File: config.mk
export PLATFORM = sky130hd
export DESIGN_NAME = m_if_2_router
export DESIGN_NICKNAME = d
export VERILOG_FILES = /design/src/rtl/m_if_2_router.sv
export SDC_FILE = /design/constraint.sdc
export NUM_CORES = 1
export LEC_CHECK = 0
export CORE_AREA = 2 2 118 120
export CTS_BUF_LIST = sky130_fd_sc_hd__clkbuf_8
export CTS_CLUSTER_DIAMETER = 80
export DETAILED_ROUTE_END_ITERATION = 16
export DIE_AREA = 0 0 120 122
export PLACE_DENSITY = 0.95
export SLEW_MARGIN = 30
export SYNTH_ARGS = -nofsm -noshare
export SYNTH_HDL_FRONTEND = slang
export SYNTH_SLANG_ARGS = --single-unit
File: constraint.sdc
create_clock -name clk -period 8.28 [get_ports clk]
set_clock_uncertainty 0.1 [all_clocks]
set_input_delay 2.484 -clock clk [delete_from_list [all_inputs] [get_ports clk]]
set_output_delay 2.484 -clock clk [all_outputs]
set_load 0.005 [all_outputs]
File: src/rtl/m_if_2_router.sv
// Mesh network interface: packs local 32-bit words into 73-bit flits under credit flow control
// and returns credits for received flits. Define IF_RX_ASSEMBLY_EN to build two-flit receive assembly.
module m_if_2_router #(
  parameter int         CREDIT_DEPTH  = 4,
  parameter int         MAX_PKT_FLITS = 2,
  parameter logic [1:0] VC            = 2'd0
) (
  input  logic        clk,
  input  logic        rst_n,
  input  logic        i_comm_send_req,
  output logic        o_comm_send_ack,
  input  logic        i_data_valid,
  input  logic [31:0] i_data,
  input  logic [7:0]  i_src,
  input  logic [7:0]  i_dst,
  input  logic [7:0]  local_id,
  input  logic [5:0]  i_id,
  input  logic [5:0]  i_seq_len,
  input  logic [2:0]  i_credit,
  output logic [72:0] o_data,
  output logic        o_data_valid,
  input  logic [72:0] i_flit,
  output logic        o_credit_valid,
  output logic [2:0]  o_credit,
  output logic [63:0] o_data_input,
  output logic        o_data_input_valid,
  output logic        o_req_rx,
  input  logic        i_ack_rx
);

  localparam int CW = $clog2(CREDIT_DEPTH + 1);

  typedef enum logic [1:0] {IDLE, GRANT, DRAIN} tx_state_e;

  tx_state_e      state_q, state_d;
  logic [7:0]     src_q, dst_q;
  logic [5:0]     id_q, len_q, cnt_q;
  logic [31:0]    hold_q;
  logic           hold_vld_q;
  logic [CW-1:0]  credit_q;
  logic           ack_d, latch, capture, emit, emit_tail;
  logic [5:0]     limit;
  logic           at_limit, credit_in;

  // A nonzero length shorter than the hardware maximum wins; otherwise the maximum caps the packet.
  assign limit     = (len_q != 6'd0 && len_q < 6'(MAX_PKT_FLITS)) ? len_q : 6'(MAX_PKT_FLITS);
  assign at_limit  = (cnt_q >= limit);
  assign credit_in = i_credit[2] && (i_credit[1:0] == VC);

  // NOTE: every always_comb output gets a default first so no path leaves it unassigned (no latches).
  always_comb begin
    state_d   = state_q;
    ack_d     = 1'b0;
    latch     = 1'b0;
    capture   = 1'b0;
    emit      = 1'b0;
    emit_tail = 1'b0;
    case (state_q)
      IDLE: begin
        if (i_comm_send_req && credit_q >= CW'(MAX_PKT_FLITS)) begin
          state_d = GRANT;
          ack_d   = 1'b1;
          latch   = 1'b1;
        end
      end
      GRANT: begin
        ack_d = 1'b1;
        if (hold_vld_q && (at_limit || !i_data_valid)) begin
          emit      = 1'b1;
          emit_tail = 1'b1;
          state_d   = DRAIN;
        end else if (i_data_valid && !at_limit) begin
          capture = 1'b1;
          emit    = hold_vld_q;
        end
      end
      DRAIN:   state_d = IDLE;
      default: state_d = IDLE;
    endcase
  end

  // NOTE: sequential state uses non-blocking assignments so all registers update from pre-edge values.
  always_ff @(posedge clk or negedge rst_n) begin
    if (!rst_n) begin
      state_q         <= IDLE;
      o_comm_send_ack <= 1'b0;
      src_q           <= '0;
      dst_q           <= '0;
      id_q            <= '0;
      len_q           <= '0;
      cnt_q           <= '0;
      hold_q          <= '0;
      hold_vld_q      <= 1'b0;
      o_data          <= '0;
      o_data_valid    <= 1'b0;
    end else begin
      state_q         <= state_d;
      o_comm_send_ack <= ack_d;
      if (latch) begin
        src_q      <= i_src;
        dst_q      <= i_dst;
        id_q       <= i_id;
        len_q      <= i_seq_len;
        cnt_q      <= '0;
        hold_vld_q <= 1'b0;
      end
      if (capture) begin
        hold_q     <= i_data;
        hold_vld_q <= 1'b1;
        cnt_q      <= cnt_q + 6'd1;
      end
      if (emit_tail) hold_vld_q <= 1'b0;
      o_data_valid <= emit;
      o_data       <= emit ? {1'b1, emit_tail, dst_q, VC, src_q, id_q, 15'd0, hold_q} : '0;
    end
  end

  // Simultaneous return and emission cancel; the count is clamped to [0, CREDIT_DEPTH].
  always_ff @(posedge clk or negedge rst_n) begin
    if (!rst_n) begin
      credit_q <= CW'(CREDIT_DEPTH);
    end else if (credit_in && !emit) begin
      if (credit_q != CW'(CREDIT_DEPTH)) credit_q <= credit_q + 1'b1;
    end else if (emit && !credit_in) begin
      if (credit_q != '0) credit_q <= credit_q - 1'b1;
    end
  end

  always_ff @(posedge clk or negedge rst_n) begin
    if (!rst_n) begin
      o_credit_valid <= 1'b0;
      o_credit       <= '0;
    end else begin
      o_credit_valid <= i_flit[72];
      o_credit       <= i_flit[72] ? {1'b1, i_flit[62:61]} : 3'd0;
    end
  end

`ifdef IF_RX_ASSEMBLY_EN
  logic [31:0] rx_head_q;
  logic        rx_head_vld_q;
  logic        rx_unused;
  assign rx_unused = ^{local_id, i_flit[70:63], i_flit[60:32]};

  always_ff @(posedge clk or negedge rst_n) begin
    if (!rst_n) begin
      rx_head_q          <= '0;
      rx_head_vld_q      <= 1'b0;
      o_data_input       <= '0;
      o_data_input_valid <= 1'b0;
      o_req_rx           <= 1'b0;
    end else begin
      o_data_input_valid <= 1'b0;
      if (i_ack_rx) o_req_rx <= 1'b0;
      if (i_flit[72]) begin
        if (i_flit[71]) begin
          o_data_input       <= {rx_head_vld_q ? rx_head_q : 32'd0, i_flit[31:0]};
          o_data_input_valid <= 1'b1;
          o_req_rx           <= 1'b1;
          rx_head_vld_q      <= 1'b0;
        end else begin
          rx_head_q     <= i_flit[31:0];
          rx_head_vld_q <= 1'b1;
        end
      end
    end
  end
`else
  logic rx_unused;
  assign rx_unused          = ^{local_id, i_flit[71:63], i_flit[60:0], i_ack_rx};
  assign o_data_input       = '0;
  assign o_data_input_valid = 1'b0;
  assign o_req_rx           = 1'b0;
`endif

endmodule

=== After elaboration in Yosys (flattened, before gate mapping) ===
Index checks and enable logic that the tools add are counted.
Widths: inputs -> output; s select.

* Equality and inequality tests: 5
* Multiplexer cells: 26
* Add/subtract/negate cells: 3
* Bitwise gates (word level): 0
* Reductions and logical operators: 22
* Divide/modulo/power cells: 0
* Shift-type cells: 0
* Order comparisons: 3
* $mul: 0

{| class="wikitable"
|+ Operators with widths
! kind !! count
|-
| $mux 73 || 1
|-
| $mux 6 || 3
|-
| $mux 3 || 5
|-
| $mux 1 || 13
|-
| $logic_and 1x1->1 || 7
|-
| $add 6x1->6 const B || 1
|-
| $ge 6x6->1 || 1
|-
| $lt 6x2->1 const B || 1
|-
| $reduce_bool 2->1 || 3
|-
| $reduce_bool 3->1 || 2
|-
| $reduce_bool 6->1 || 1
|-
| $logic_not 1->1 || 4
|-
| $logic_not 2->1 || 2
|-
| $mux 2 || 2
|-
| $ne 2x2->1 const B || 2
|-
| $pmux 2 s2 || 1
|-
| $add 3x1->3 const B || 1
|-
| $ge 3x2->1 const B || 1
|-
| $ne 3x3->1 const B || 1
|-
| $reduce_and 3->1 || 1
|-
| $sub 3x1->3 const B || 1
|-
| $eq 2x1->1 const B || 1
|-
| $ne 2x1->1 const B || 1
|-
| $pmux 1 s2 || 1
|-
| 2 further kinds || 2
|}

* Bits in latches: 0
* Input port bits: 149
* Register bits: 151
* Logic and storage cells: 73
* ROM bits: 0
* Memories: 0
* RAM bits: 0

=== Logic depth before layout (Yosys ltp) ===
* Word-level depth: 13
* Gate-level depth with buffers: 10

=== Least setup slack after synthesis ===
OpenSTA, ideal clock, no wires.

* Kind: input to register
* From: in i_credit[1]
* To: reg credit_q[1]
* Stages: 5
* Path buffers: 0
* Arrival: 3598 ps
* Required time: 8059 ps
* Setup slack: 4460 ps
* Path through: nor3b_1 ha_1 inv_1 fa_1 o22a_1

* Cells in the longest elaborated chain, start to end: 6
* Elaborated cells on any way between the ends: 10

{| class="wikitable"
|+ RTL lines
! what !! line !! text
|-
| start: declaration || 19 || <nowiki>input logic [2:0] i_credit,</nowiki>
|-
| $logic_not 2->1 * || 48 || <nowiki>assign credit_in = i_credit[2] && (i_credit[1:0] == VC);</nowiki>
|-
| $logic_and 1x1->1 * || 48 ||
|-
| $logic_not 1->1 || 124 || <nowiki>end else if (emit && !credit_in) begin</nowiki>
|-
| $logic_and 1x1->1 || 124 ||
|-
| $reduce_bool 2->1 (no source line) || n/a ||
|-
| $reduce_and 3->1 (no source line) || n/a ||
|-
| end signal: assignment || 121 || <nowiki>credit_q <= CW'(CREDIT_DEPTH);</nowiki>
|-
| end signal: assignment || 123 || <nowiki>if (credit_q != CW'(CREDIT_DEPTH)) credit_q <= credit_q + 1'b1;</nowiki>
|-
| end signal: assignment || 125 || <nowiki>if (credit_q != '0) credit_q <= credit_q - 1'b1;</nowiki>
|-
| end: declaration || 40 || <nowiki>logic [CW-1:0] credit_q;</nowiki>
|}

Every way passes the cells marked *; elsewhere a longest branch is shown, timed or not.
A chain may end at the register's enable or synchronous reset.

=== Final worst setup path ===
* From: in i_data_valid
* To: reg cnt_q[2]

* Cells in the longest elaborated chain, start to end: 6
* Elaborated cells on any way between the ends: 9

{| class="wikitable"
|+ RTL lines
! what !! line !! text
|-
| start: declaration || 12 || <nowiki>input logic i_data_valid,</nowiki>
|-
| $logic_not 1->1 || 68 || <nowiki>if (hold_vld_q && (at_limit || !i_data_valid)) begin</nowiki>
|-
| $logic_or 1x1->1 || 68 ||
|-
| $logic_and 1x1->1 || 68 ||
|-
| $mux 1 * || 68 ||
|-
| $mux 1 * || 58 || <nowiki>case (state_q)</nowiki>
|-
| $mux 6 or $reduce_bool 2->1 (tied branches) || n/a ||
|-
| end signal: assignment || 110 || <nowiki>cnt_q <= cnt_q + 6'd1;</nowiki>
|-
| end: declaration || 37 || <nowiki>logic [5:0] id_q, len_q, cnt_q;</nowiki>
|}

Marked as above.

==> impl_metrics.toml <==
[die]
die_y_um = 122
rows = 43
num_io_pins = 294
core-area_mm2 = 0.01350
dieArea_mm2 = 0.01464
start_util_pct = 42.48
die_w_um = 120

[min_path]
hold_depth = 1
min_from = "hold_q[27]$_DFFE_PN0P_"
holdPathEnd = "hold_q[27]$_DFFE_PN0P_"
hp-class = "flop to flop"

[critical_path]
critPathKind = "input pin to flop"
reg2reg_from = "len_q[5]$_DFFE_PN0P_"
crit_slowest_cell = "clkdlybuf4s50_1"
cp_top_family = "buffers and inverters"
start_kind = "input pin"
critPathBufInv = 2
reg2regPathDepth = 9
crit_path_max_fanout = 46
worstPathRequired_ns = 8.50
critical-path-max-stage-delay_ns = 0.46
crit_chain = "clkdlybuf4s50_1 > nor2b_1 > o2111ai_1 > o21bai_4 > buf_4 > and2_4 > a211o_1"
worstSetupEndpointType = "flop"
r2r-end = "cnt_q[2]$_DFFE_PN0P_"
r2r_setup_slack_ns = 5.19
cp.arrival_ns = 4.30

[yosys]
ys_async_sr_fraction_pct = 100.0
yosysSeqAreaShare_pct = 57.60
yosysMostFrequentCell = "dfrtp_1"
synth_largest_area_cell = "dfrtp_1"
syn_inst = 436
ys_top_cells_by_count = "dfrtp_1, buf_4, and3_1"
avgSynthCellArea_um2 = 13.16
synth_area_mm2 = 0.005737
synth-edff-count = 0
synthFlopType = "dfrtp_1"
synth_top_area_share_pct = 57.14
netlist_top_cells_area = "dfrtp_1, buf_4, mux2_4, and3_1, mux2_2"
synth_warnings = 0
synth.distinct_cells = 41
ys_seq_elements = 132

[cts]
holdBufCountCts = 0
h-tree-depth = 4
clk_latency_ns = 0.44
cts_setup_buffers = 0
clk_pin_slew_ns = 0.07
cts_tree = "done"
cts_buffers = 17
clockBufferDepth = 2
cts_resized = 0
cts.sinks = 132
cts_root_buf = "clkbuf_8"

[timing]
fin_crit_ns = 4.079
slew_violations = 0
slew_headroom_pct = 53.71
worst_pin_slew_ns = 0.6944
finalHoldViolations = 0
rsz0062_at_grt = "false"
setup_viol = 0
clock.fmax_mhz = 245.2
finalSetupTns_ns = 0
fin_crit_sh_pct = 49.26

[status]
outcome = "complete, no violations"

[global_route]
track_usage_pct = 15.06
overflow = 0
grt_pass1_wl_um = 16960
grt_start_max_net_pins = 76
antenna_found_initial = 0
grt_pass1_vias = 3404

[detailed_routing]
num_vias = 3455
postRouteAntennaNets = 0
drtIter0Drc = 157
drt_wl_total_um = 10760
wl_per_cell_um = 14.14
via_per_inst = 4.540
dr.pass1.iters = 6
drc_errors = 0

[final_layout]
stdcell_area_mm2 = 0.007291
antenna_cells = 0
fin_nets = 726
syn_to_final_growth_pct = 27.09
drive_gt1_share_pct = 16.70

[pwr]
leakagePower_nw = 3.612
ir_worst_vdd_v = 0.0001642
p_total_mw = 2.368
cellPowerDensity_mw_per_mm2 = 324.8

[place]
gp_congestion = 0.7014
dp_hpwl_um = 7267
place_area_mm2 = 0.006882
port_buffers = 131

[run]
drv_cap = 0
==> flip-flops by register name, summed over array words and instances (netlist names), 6 cells and up <==
signal and flops:
hold_q 32, cnt_q 6, id_q 6, src_q 8, len_q 6, dst_q 8
o_data 56
==> area by class of cell <==
cell class,instances,area (um2)
clock buffer,20,275.3
clock inverter,12,130.1
fill,1092,6213
inverter,6,22.52
multi-input combinational,276,1971
sequential,132,3304
tap,180,225.2
timing repair buffer,135,1363
==> where the power goes <==
part           switching [mW]  internal (mW)
Combinational           0.318          0.483
Sequential              0.124          0.905
Clock                   0.246          0.291
Total                   0.689           1.68
==> metrics by stage <==
| step | instances | utilization [%] | hold slack [ns] | setup WS, ns |
|---|---|---|---|---|
| after floorplan | 521 | - | 0.3506 | 4.460 |
| after global placement | 728 | 50.76 | 0.3652 | 3.515 |
| after detailed placement | 729 | 50.96 | 0.3762 | 3.504 |
| after CTS | 761 | 53.96 | 0.3934 | 3.983 |
| after global routing | 761 | 53.99 | 0.4114 | 4.116 |
| final | 761 | 53.99 | 0.3914 | 4.201 |
==> cells by family after synthesis <==
logic type,share of synthesized area [%]
DFF,57.60
xor gates and xnor gates,0.3054
and+or+nand+nor,9.488
other,0.1309
buffers and inverters,14.02
AOI/OAI and AO/OA,2.814
adders and majority gates,2.094
muxes,13.54
==> worst max path at each step <==
stage / from / endpoint / slack, ns / cells after the start
floorplan: i_credit[1] / credit_q[1]$_DFFE_PN0P_ / 4.46 / 5
global placement: i_comm_send_req / cnt_q[5]$_DFFE_PN0P_ / 3.52 / 5
detailed placement: i_comm_send_req / cnt_q[2]$_DFFE_PN0P_ / 3.50 / 5
CTS: i_comm_send_req / cnt_q[2]$_DFFE_PN0P_ / 3.98 / 5
global route: i_data_valid / cnt_q[5]$_DFFE_PN0P_ / 4.12 / 7
finish: i_data_valid / cnt_q[2]$_DFFE_PN0P_ / 4.20 / 7
==> worst register-to-register path, stage by stage, from the launching register on <==
cell and delay, ns:
dfrtp_1 0.37, or4b_2 0.73, nor3_1 0.18, ha_1 0.25
nand2b_1 0.14, a21oi_1 0.29, o21bai_4 0.10, buf_4 0.29
and2_4 0.25, a211o_1 0.28
==> metal layers <==
layer  up-vias  track usage, %  part of all wire (%)
met5         -               0                     0
met4         0           5.735                   1.7
met3        13           4.588                   4.9
met2       141           26.42                    54
met1      1736           17.31                    39
li1       1565               -                     -
==> placed cells by master (no fill, tap or decap), types with 2 or more instances in the layout <==
cell and count:
nor3_1 4, nor2_1 8, xor2_1 2, clkinv_4 2, bufinv_16 2, and3_1 54
buf_4 3, dfrtp_1 131, a211o_1 3, mux2_4 27, nand2_1 9, o21ai_0 7
nand3_1 5, a21oi_1 4, clkinv_2 2, o21a_1 2, and2_1 2, clkbuf_8 20
nor3b_1 3, conb_1 87, ha_1 8, clkinvlp_4 4, mux2_2 26, inv_1 7
mux2_1 7, clkdlybuf4s50_1 130
No activity file was read; power rests on OpenSTA's default activity.
